===== src/rtl/mult_pkg.sv =====
// Shared types for the sequential Booth multiplier: FSM states, Booth
// operation codes and the default operand width.
package mult_pkg;

    localparam int DEFAULT_WIDTH = 32;

    typedef enum logic [1:0] {
        IDLE,
        RUN,
        DONE
    } state_t;

    typedef enum logic [1:0] {
        OP_NOP,
        OP_ADD,
        OP_SUB
    } booth_op_t;

    // Radix-2 Booth recoding of the current multiplier bit pair {q0, q-1}.
    function automatic booth_op_t booth_decode(input logic q0, input logic q_m1);
        case ({q0, q_m1})
            2'b01:   return OP_ADD;
            2'b10:   return OP_SUB;
            default: return OP_NOP;
        endcase
    endfunction

endpackage


===== src/rtl/seq_booth_multiplier_if.sv =====
// Request/result bundle of the sequential Booth multiplier; the master
// issues start with operands, the slave reports busy/done/product.
interface seq_booth_multiplier_if
    import mult_pkg::*;
#(
    parameter int WIDTH = DEFAULT_WIDTH
);
    logic               start;
    logic [WIDTH-1:0]   a;
    logic [WIDTH-1:0]   b;
    logic               busy;
    logic               done;
    logic [2*WIDTH-1:0] product;

    modport master (
        output start, a, b,
        input  busy, done, product
    );

    modport slave (
        input  start, a, b,
        output busy, done, product
    );
endinterface


===== src/rtl/booth_addsub32.sv =====
// Plain ripple adder with carry-in; subtraction is done by the caller
// passing the inverted operand with cin=1.
module booth_addsub32
    import mult_pkg::*;
#(
    parameter int WIDTH = DEFAULT_WIDTH + 1
) (
    input  logic [WIDTH-1:0] a,
    input  logic [WIDTH-1:0] b,
    input  logic             cin,
    output logic [WIDTH-1:0] sum,
    output logic             cout,
    output logic             overflow
);
    logic [WIDTH:0] full;

    assign full     = {1'b0, a} + {1'b0, b} + {{WIDTH{1'b0}}, cin};
    assign sum      = full[WIDTH-1:0];
    assign cout     = full[WIDTH];
    assign overflow = (a[WIDTH-1] == b[WIDTH-1]) && (sum[WIDTH-1] != a[WIDTH-1]);
endmodule


===== src/rtl/seq_booth_multiplier.sv =====
// Sequential radix-2 Booth multiplier: one add/sub-and-shift step per clock,
// WIDTH steps per product, with a one-cycle done pulse.
module seq_booth_multiplier
    import mult_pkg::*;
#(
    parameter int WIDTH = DEFAULT_WIDTH
) (
    input  logic                 clk,
    input  logic                 rst_n,
    seq_booth_multiplier_if.slave bus
);
    localparam int CW = $clog2(WIDTH + 1);

    state_t             state;
    state_t             next_state;
    logic               load;
    logic               step;
    logic               busy;
    logic               done;

    logic [WIDTH:0]     m;
    logic [WIDTH:0]     acc;
    logic [WIDTH-1:0]   q;
    logic               q_m1;
    logic [CW-1:0]      count;
    logic [2*WIDTH-1:0] product;

    booth_op_t          op;
    logic               sub;
    logic [WIDTH:0]     addend;
    logic [WIDTH:0]     sum;
    logic [WIDTH:0]     acc_new;
    logic [WIDTH:0]     acc_shift;
    logic [WIDTH-1:0]   q_shift;
    logic               cout;
    logic               ovf;
    logic               addsub_unused;

    always_ff @(posedge clk or negedge rst_n) begin
        if (!rst_n) state <= IDLE;
        else        state <= next_state;
    end

    // DONE accepts a new start directly so back-to-back products lose no cycle.
    always_comb begin
        next_state = state;
        load       = 1'b0;
        step       = 1'b0;
        busy       = 1'b0;
        done       = 1'b0;
        case (state)
            IDLE: begin
                if (bus.start) begin
                    next_state = RUN;
                    load       = 1'b1;
                end
            end
            RUN: begin
                busy = 1'b1;
                step = 1'b1;
                if (count == CW'(1)) next_state = DONE;
            end
            DONE: begin
                done = 1'b1;
                if (bus.start) begin
                    next_state = RUN;
                    load       = 1'b1;
                end else begin
                    next_state = IDLE;
                end
            end
            default: next_state = IDLE;
        endcase
    end

    assign op     = booth_decode(q[0], q_m1);
    assign sub    = (op == OP_SUB);
    assign addend = sub ? ~m : m;

    booth_addsub32 #(.WIDTH(WIDTH + 1)) u_addsub (
        .a        (acc),
        .b        (addend),
        .cin      (sub),
        .sum      (sum),
        .cout     (cout),
        .overflow (ovf)
    );

    // The extra accumulator bit absorbs the -2^(WIDTH-1) multiplicand case.
    assign addsub_unused = cout ^ ovf;
    assign acc_new       = (op == OP_NOP) ? acc : sum;
    assign acc_shift     = {acc_new[WIDTH], acc_new[WIDTH:1]};
    assign q_shift       = {acc_new[0], q[WIDTH-1:1]};

    always_ff @(posedge clk or negedge rst_n) begin
        if (!rst_n) begin
            m       <= '0;
            acc     <= '0;
            q       <= '0;
            q_m1    <= 1'b0;
            count   <= '0;
            product <= '0;
        end else if (load) begin
            m     <= {bus.a[WIDTH-1], bus.a};
            acc   <= '0;
            q     <= bus.b;
            q_m1  <= 1'b0;
            count <= CW'(WIDTH);
        end else if (step) begin
            acc   <= acc_shift;
            q     <= q_shift;
            q_m1  <= q[0];
            count <= count - CW'(1);
            if (count == CW'(1)) product <= {acc_shift[WIDTH-1:0], q_shift};
        end
    end

    assign bus.busy    = busy;
    assign bus.done    = done;
    assign bus.product = product;
endmodule


===== src/flat_wrapper.sv =====
// flat-port wrapper written by rule: the top's interface ports become plain ports
module seq_booth_multiplier_flat import mult_pkg::*;
#(
    parameter int WIDTH = DEFAULT_WIDTH
)
  (clk, rst_n, bus_start, bus_a, bus_b, bus_busy, bus_done, bus_product);
  seq_booth_multiplier_if #(.WIDTH(WIDTH)) bus_i ();
  input  logic clk;
  input  logic rst_n;
  input wire logic [$bits(bus_i.start)-1:0] bus_start;
  input wire logic [$bits(bus_i.a)-1:0] bus_a;
  input wire logic [$bits(bus_i.b)-1:0] bus_b;
  output wire logic [$bits(bus_i.busy)-1:0] bus_busy;
  output wire logic [$bits(bus_i.done)-1:0] bus_done;
  output wire logic [$bits(bus_i.product)-1:0] bus_product;
  assign bus_i.start = bus_start;
  assign bus_i.a = bus_a;
  assign bus_i.b = bus_b;
  assign bus_busy = bus_i.busy;
  assign bus_done = bus_i.done;
  assign bus_product = bus_i.product;
  seq_booth_multiplier #(.WIDTH(WIDTH)) u_core (.clk(clk), .rst_n(rst_n), .bus(bus_i));
endmodule

===== config.mk =====
export PLATFORM = sky130hd
export DESIGN_NAME = seq_booth_multiplier_flat
export DESIGN_NICKNAME = d
export VERILOG_FILES = /design/src/rtl/mult_pkg.sv /design/src/rtl/seq_booth_multiplier_if.sv /design/src/rtl/booth_addsub32.sv /design/src/rtl/seq_booth_multiplier.sv /design/src/flat_wrapper.sv
export SDC_FILE = /design/constraint.sdc
export NUM_CORES = 1
export LEC_CHECK = 0
export CORE_MARGIN = 2
export CORE_UTILIZATION = 45
export DETAILED_ROUTE_END_ITERATION = 6
export HOLD_SLACK_MARGIN = 0.06
export PLACE_DENSITY = 0.77
export SYNTH_ARGS = -nofsm -noshare
export SYNTH_HDL_FRONTEND = slang
export SYNTH_HIERARCHICAL = 1
export SYNTH_SLANG_ARGS = --single-unit

===== constraint.sdc =====
create_clock -name clk -period 3.8 [get_ports clk]
set_clock_uncertainty 0.15 [all_clocks]
set_input_delay 1.14 -clock clk [delete_from_list [all_inputs] [get_ports clk]]
set_output_delay 1.14 -clock clk [all_outputs]
set_load 0.02 [all_outputs]

* Word-level counts from Yosys, hierarchy flattened
Cells that the tools add are included.
** Word-level totals
- Register bits :: 170
- Input port bits :: 67
- Output and inout bits :: 66
- Word-level logic and storage cells :: 45
** Cells by class
- $add $sub $neg :: 3
- Equal/unequal tests :: 8
- Muxes and demuxes :: 19
- Bitwise gates (word level) :: 2
- Reductions and logical operators :: 6
** Operators by type and width (number)
- 2-to-1 mux 33 bit :: 4
- 2-to-1 mux 32 bit :: 2
- adder 33 x 1 -> 33 bit :: 1
- adder 33 bit :: 1
- inverter 33 bit :: 1
- 2-to-1 mux 6 bit :: 2
- 2-to-1 mux 1 bit :: 7
- equality test 2 bit (second input constant) :: 3
- equality test 6 x 1 -> 1 bit (second input constant) :: 1
- case mux 2 bit (3 select lines) :: 1
- subtractor 6 x 1 -> 6 bit (second input constant) :: 1
- equality test 2 x 1 -> 1 bit (second input constant) :: 2
- zero test 2 bit :: 2
- 2-to-1 mux 2 bit :: 2
- case mux 2 bit (2 select lines) :: 1
- AND reduction 3 bit :: 1
- != test 2 x 1 -> 1 bit (second input constant) :: 1
- != test 2 bit (second input constant) :: 1
- AND reduction 2 bit :: 1
- nonzero test 2 bit :: 1
- OR reduction 2 bit :: 1
- inverter 1 bit :: 1

* Depth between registers and ports, before layout
- Depth in word-level cells :: 9
- Gate-level depth with buffers :: 18
- Gate-level depth less buffers :: 17

* Hierarchy
The synthesis kept the hierarchy.
** Modules (own cells, without submodules)
- seq_booth_multiplier :: instances 1, cells each 609, area an instance 7403.4 µm², seq. area each 4229.1 µm²
- booth_addsub32 :: instances 1, cells each 267, area an instance 1941.9 µm², seq. area each 0.0 µm²

* Worst setup path before layout
OpenSTA, ideal clock, no wires.
- Path type :: register to register
- From :: register u_core.q_m1
- To :: register u_core.product[51], in the netlist u_core/bus.product[51]
- Setup time :: 0.125 ns
- Arrival :: 3.593 ns
- Required time :: 3.525 ns
- Path slack :: -0.068 ns
- Cell stages (with the launch flop) :: 16
- Path buffers :: 2
- Clock period less this slack :: 3.868 ns
- Cells stage by stage :: dfrtp_1 inv_1 ha_1 clkbuf_1 buf_1 xor2_1 fa_1 a211oi_2 o211ai_2 a21boi_2 a31oi_4 a21boi_0 o21ai_1 xor2_1 mux2_2 mux2_4
** On the way
- Cells in the longest elaborated chain, start to end :: 7
- Elaborated cells between the ends (all ways) :: 9
- Classes of those cells :: add/sub (2); eq/ne (3); mux (3); reduce/logical (1)
** RTL lines
- start, declared :: line seq_booth_multiplier.sv:24 : logic q_m1;
- start signal, assigned :: line seq_booth_multiplier.sv:112 : q_m1 <= q[0];
- equality test 2 bit or equality test 2 x 1 -> 1 bit (tied branches) :: line mult_pkg.sv:21 : case ({q0, q_m1})
- case mux 2 bit (2 select lines) (*) :: line mult_pkg.sv:21
- equality test 2 bit (*) :: line seq_booth_multiplier.sv:77 : assign sub = (op == OP_SUB);
- via u_core.sub :: line seq_booth_multiplier.sv:29 : logic sub;
- 2-to-1 mux 33 bit (*) :: line seq_booth_multiplier.sv:78 : assign addend = sub ? ~m : m;
- via u_core.addend[1] :: line seq_booth_multiplier.sv:30 : logic [WIDTH:0] addend;
- adder 33 bit (*) :: line booth_addsub32.sv:17 : assign full = {1'b0, a} + {1'b0, b} + {{WIDTH{1'b0}}, cin};
- adder 33 x 1 -> 33 bit (*) :: line booth_addsub32.sv:17
- via u_core.sum[20] :: line seq_booth_multiplier.sv:31 : logic [WIDTH:0] sum;
- 2-to-1 mux 33 bit (*) :: line seq_booth_multiplier.sv:91 : assign acc_new = (op == OP_NOP) ? acc : sum;
- end signal, assigned :: line seq_booth_multiplier.sv:114 : if (count == CW'(1)) product <= {acc_shift[WIDTH-1:0], q_shift};
- end, declared :: line seq_booth_multiplier.sv:26 : logic [2*WIDTH-1:0] product;
Mark *: on every way through the listed nets, which the timed path passes. The rest lies on a longest branch.
A chain may end at the register's enable or synchronous reset.

* Final worst setup path
- From :: register u_core.q[0]
- To :: register u_core.product[57], in the netlist u_core/bus.product[57]
** On the way
- Cells in the longest elaborated chain, start to end :: 7
- Elaborated cells between the ends (all ways) :: 9
- Classes of those cells :: add/sub (2); eq/ne (3); mux (3); reduce/logical (1)
** RTL lines
- start, declared :: line seq_booth_multiplier.sv:23 : logic [WIDTH-1:0] q;
- start signal, assigned :: line seq_booth_multiplier.sv:106 : q <= bus.b;
- start signal, assigned :: line seq_booth_multiplier.sv:111 : q <= q_shift;
- equality test 2 bit or equality test 2 x 1 -> 1 bit (tied branches) :: line mult_pkg.sv:21
- case mux 2 bit (2 select lines) (*) :: line mult_pkg.sv:21
- equality test 2 bit (*) :: line seq_booth_multiplier.sv:77
- via u_core.sub :: line seq_booth_multiplier.sv:29
- 2-to-1 mux 33 bit (*) :: line seq_booth_multiplier.sv:78
- via u_core.addend[0] :: line seq_booth_multiplier.sv:30
- adder 33 bit (*) :: line booth_addsub32.sv:17
- adder 33 x 1 -> 33 bit (*) :: line booth_addsub32.sv:17
- via u_core.sum[26] :: line seq_booth_multiplier.sv:31
- 2-to-1 mux 33 bit (*) :: line seq_booth_multiplier.sv:91
Marks and branches as above.

==> run_results.csv <==
group,metric,value,unit
outcome,result_of_the_run,"complete, no violations",
global_routing,grt_max_degree,78,
sta,maxClockFrequency,278,MHz
global_routing,grt_util_all_layers,20.7,%
setup_path,cp_data_arrival_time,3760,ps
layout,layout_common_cells,"169 x nand2_1, 169 x dfrtp_1, 131 x clkdlybuf4s50_1, 49 x mux2_4",
routing,remaining_drc_errors,0,
layout,antenna_cells,0,
setup_path,timing.critical_path.fanout_max,4,
setup_path,start_kind,"flop",
routing,vias_per_cell,5.46,
die,fp.dieArea,21800,um^2
sta,setup_violations,0,
setup_path,cp_num_buf_inv,2,
die,die_width,148,um
clock_network,worstSkewPairLatency,430,ps
clock_network,cts_tree,"built",
setup_path,path_cells,"ha_2, xor2_1, inv_1, fa_1, inv_1, fa_2, a211oi_2, o211ai_2, a21boi_2, a31oi_4, a21oi_4, o221ai_1, xor2_1, mux2_2, mux2_4",
setup_path,cp.required,3970,ps
routing,first_drt_iteration_drcs,518,
die,dieHeight,148,um
sta,hold_violations,0,
layout,drive_gt1_share,17.9,%
routing,ant_nets,0,
global_routing,wire_length_of_the_first_global_routing_pass,36.1,mm
flow_run,timing.max_cap.violations,0,
sta,rsz0062_at_grt,"false",
setup_path,slowest_delay,400,ps
yosys,postSynthCellCount,867,
global_routing,antenna_found_initial,0,
clock_network,ctsLongestPathBuffers,2,
routing,route.detailed.wl_per_inst,17.1,um
clock_network,cts-buffers-inserted,17,
sta,period_share,94.6,%
layout,area_growth,23.8,%
clock_network,clkSlewWorstSetupHoldPaths,70,ps
routing,routed-via-count,6951,
min_path,timing.hold.worst.class,"reg2reg",
setup_path,critical_path_top_delay_cell,"dfrtp_1",
placed_design,hpwlAfterDp,15.1,mm
sta,timing.setup.tns,0,ps
sta,tightestPinTransition,825,ps
yosys,post_synth.cell_area_avg,10.7,um^2
clock_network,depth_of_the_cts_h_tree,4,
die,ioPinCount,133,
global_routing,via_count_of_the_first_global_routing_pass,7108,
placed_design,portBuffers,132,
die,initial_utilization,45.9,%
die,floorplan.rows,52,
sta,final-max-slew-violation-count,0,
clock_network,clockRootBuffer,"clkbuf_16",
routing,drt_pre_antenna_iters,6,
placed_design,place.gp.congestion,0.867,
die,design.core.area,20200,um^2
yosys,yosys_warnings,6,
setup_path,crit_family,"compound AO/OA/AOI/OAI gates",
yosys,netlist_area,9290,um^2
global_routing,globalRouteOverflowTotal,0,
routing,postRouteWirelength,21.8,mm
clock_network,clock_sink_count,169,
setup_path,worstSetupEndpointType,"flop",
setup_path,timing.setup.critical_path_class,"reg2reg",
sta,worst_slew_margin_rel,45.0,%
yosys,synth_fp_nets,971,
layout,finish.net_count,1093,
sta,final_period_demand_of_the_worst_path,3590,ps
## per-stage QoR
| step | worst slack (ps) | cells | hold slack (ps) | utilization [%] | instance area [um^2] |
|---|---|---|---|---|---|
| after floorplan | 168 | 867 | 301 | - | 9290 |
| after global placement | 177 | 1240 | 320 | 53.9 | 10900 |
| after detailed placement | 116 | 1240 | 332 | 53.9 | 10900 |
| after CTS | 105 | 1272 | 349 | 56.7 | 11500 |
| after global routing | 11.5 | 1272 | 365 | 56.8 | 11500 |
| final | 207 | 1272 | 349 | 56.8 | 11500 |
## worst paths after layout
path,from,endpoint,slack [ps],cells after the start
worst max-delay path,u_core/q[0],u_core/bus.product[57],210,15
worst min-delay path,u_core/m[5],u_core/m[5],350,2
worst max register to register,u_core/q[0],u_core/bus.product[57],210,15
worst min register to register,u_core/m[5],u_core/m[5],350,2
max in group asynchronous,rst_n,u_core/q[4],2370,2
min in group asynchronous,rst_n,u_core/m[20],420,1
## flip-flops by register name, summed over array words and instances (netlist names)
signal,count
u_core/bus.product,64
u_core/acc,32
u_core/m,32
u_core/q,32
u_core/count,6
u_core/state,2
u_core/q_m1,1
## routing by layer
metal / track usage [%] / vias up / part of all wire [%]
li1: - / 3309 / -
met1: 27.3 / 3436 / 45
met2: 32.7 / 176 / 47
met3: 6.17 / 30 / 6.1
met4: 6.68 / 0 / 1.5
met5: 0 / - / 0
## worst register-to-register path, stage by stage (launching register included)
cell and delay (ps):
dfrtp_1 400, ha_2 230, xor2_1 170, inv_1 80, fa_1 190, inv_1 60, fa_2 370, a211oi_2 280
o211ai_2 130, a21boi_2 210, a31oi_4 140, a21oi_4 210, o221ai_1 160, xor2_1 160, mux2_2 280, mux2_4 270
## area by class of cell
cell class	count	area (um^2)
inverter	18	67.6
multi-input combinational	630	4770
tap	270	338
sequential	169	4230
fill	1716	8740
clock buffer	19	453
clock inverter	13	108
timing repair buffer	153	1530
## timing repair
item                       4_1_cts  5_1_grt
setup endpoints to repair        0       12
hold buffers                     0        0
resized for setup                0        8
buffers inserted                 0        0
Power is not shown: default switching activity piles up to over one toggle a cycle in this logic, so the estimate is an artifact.
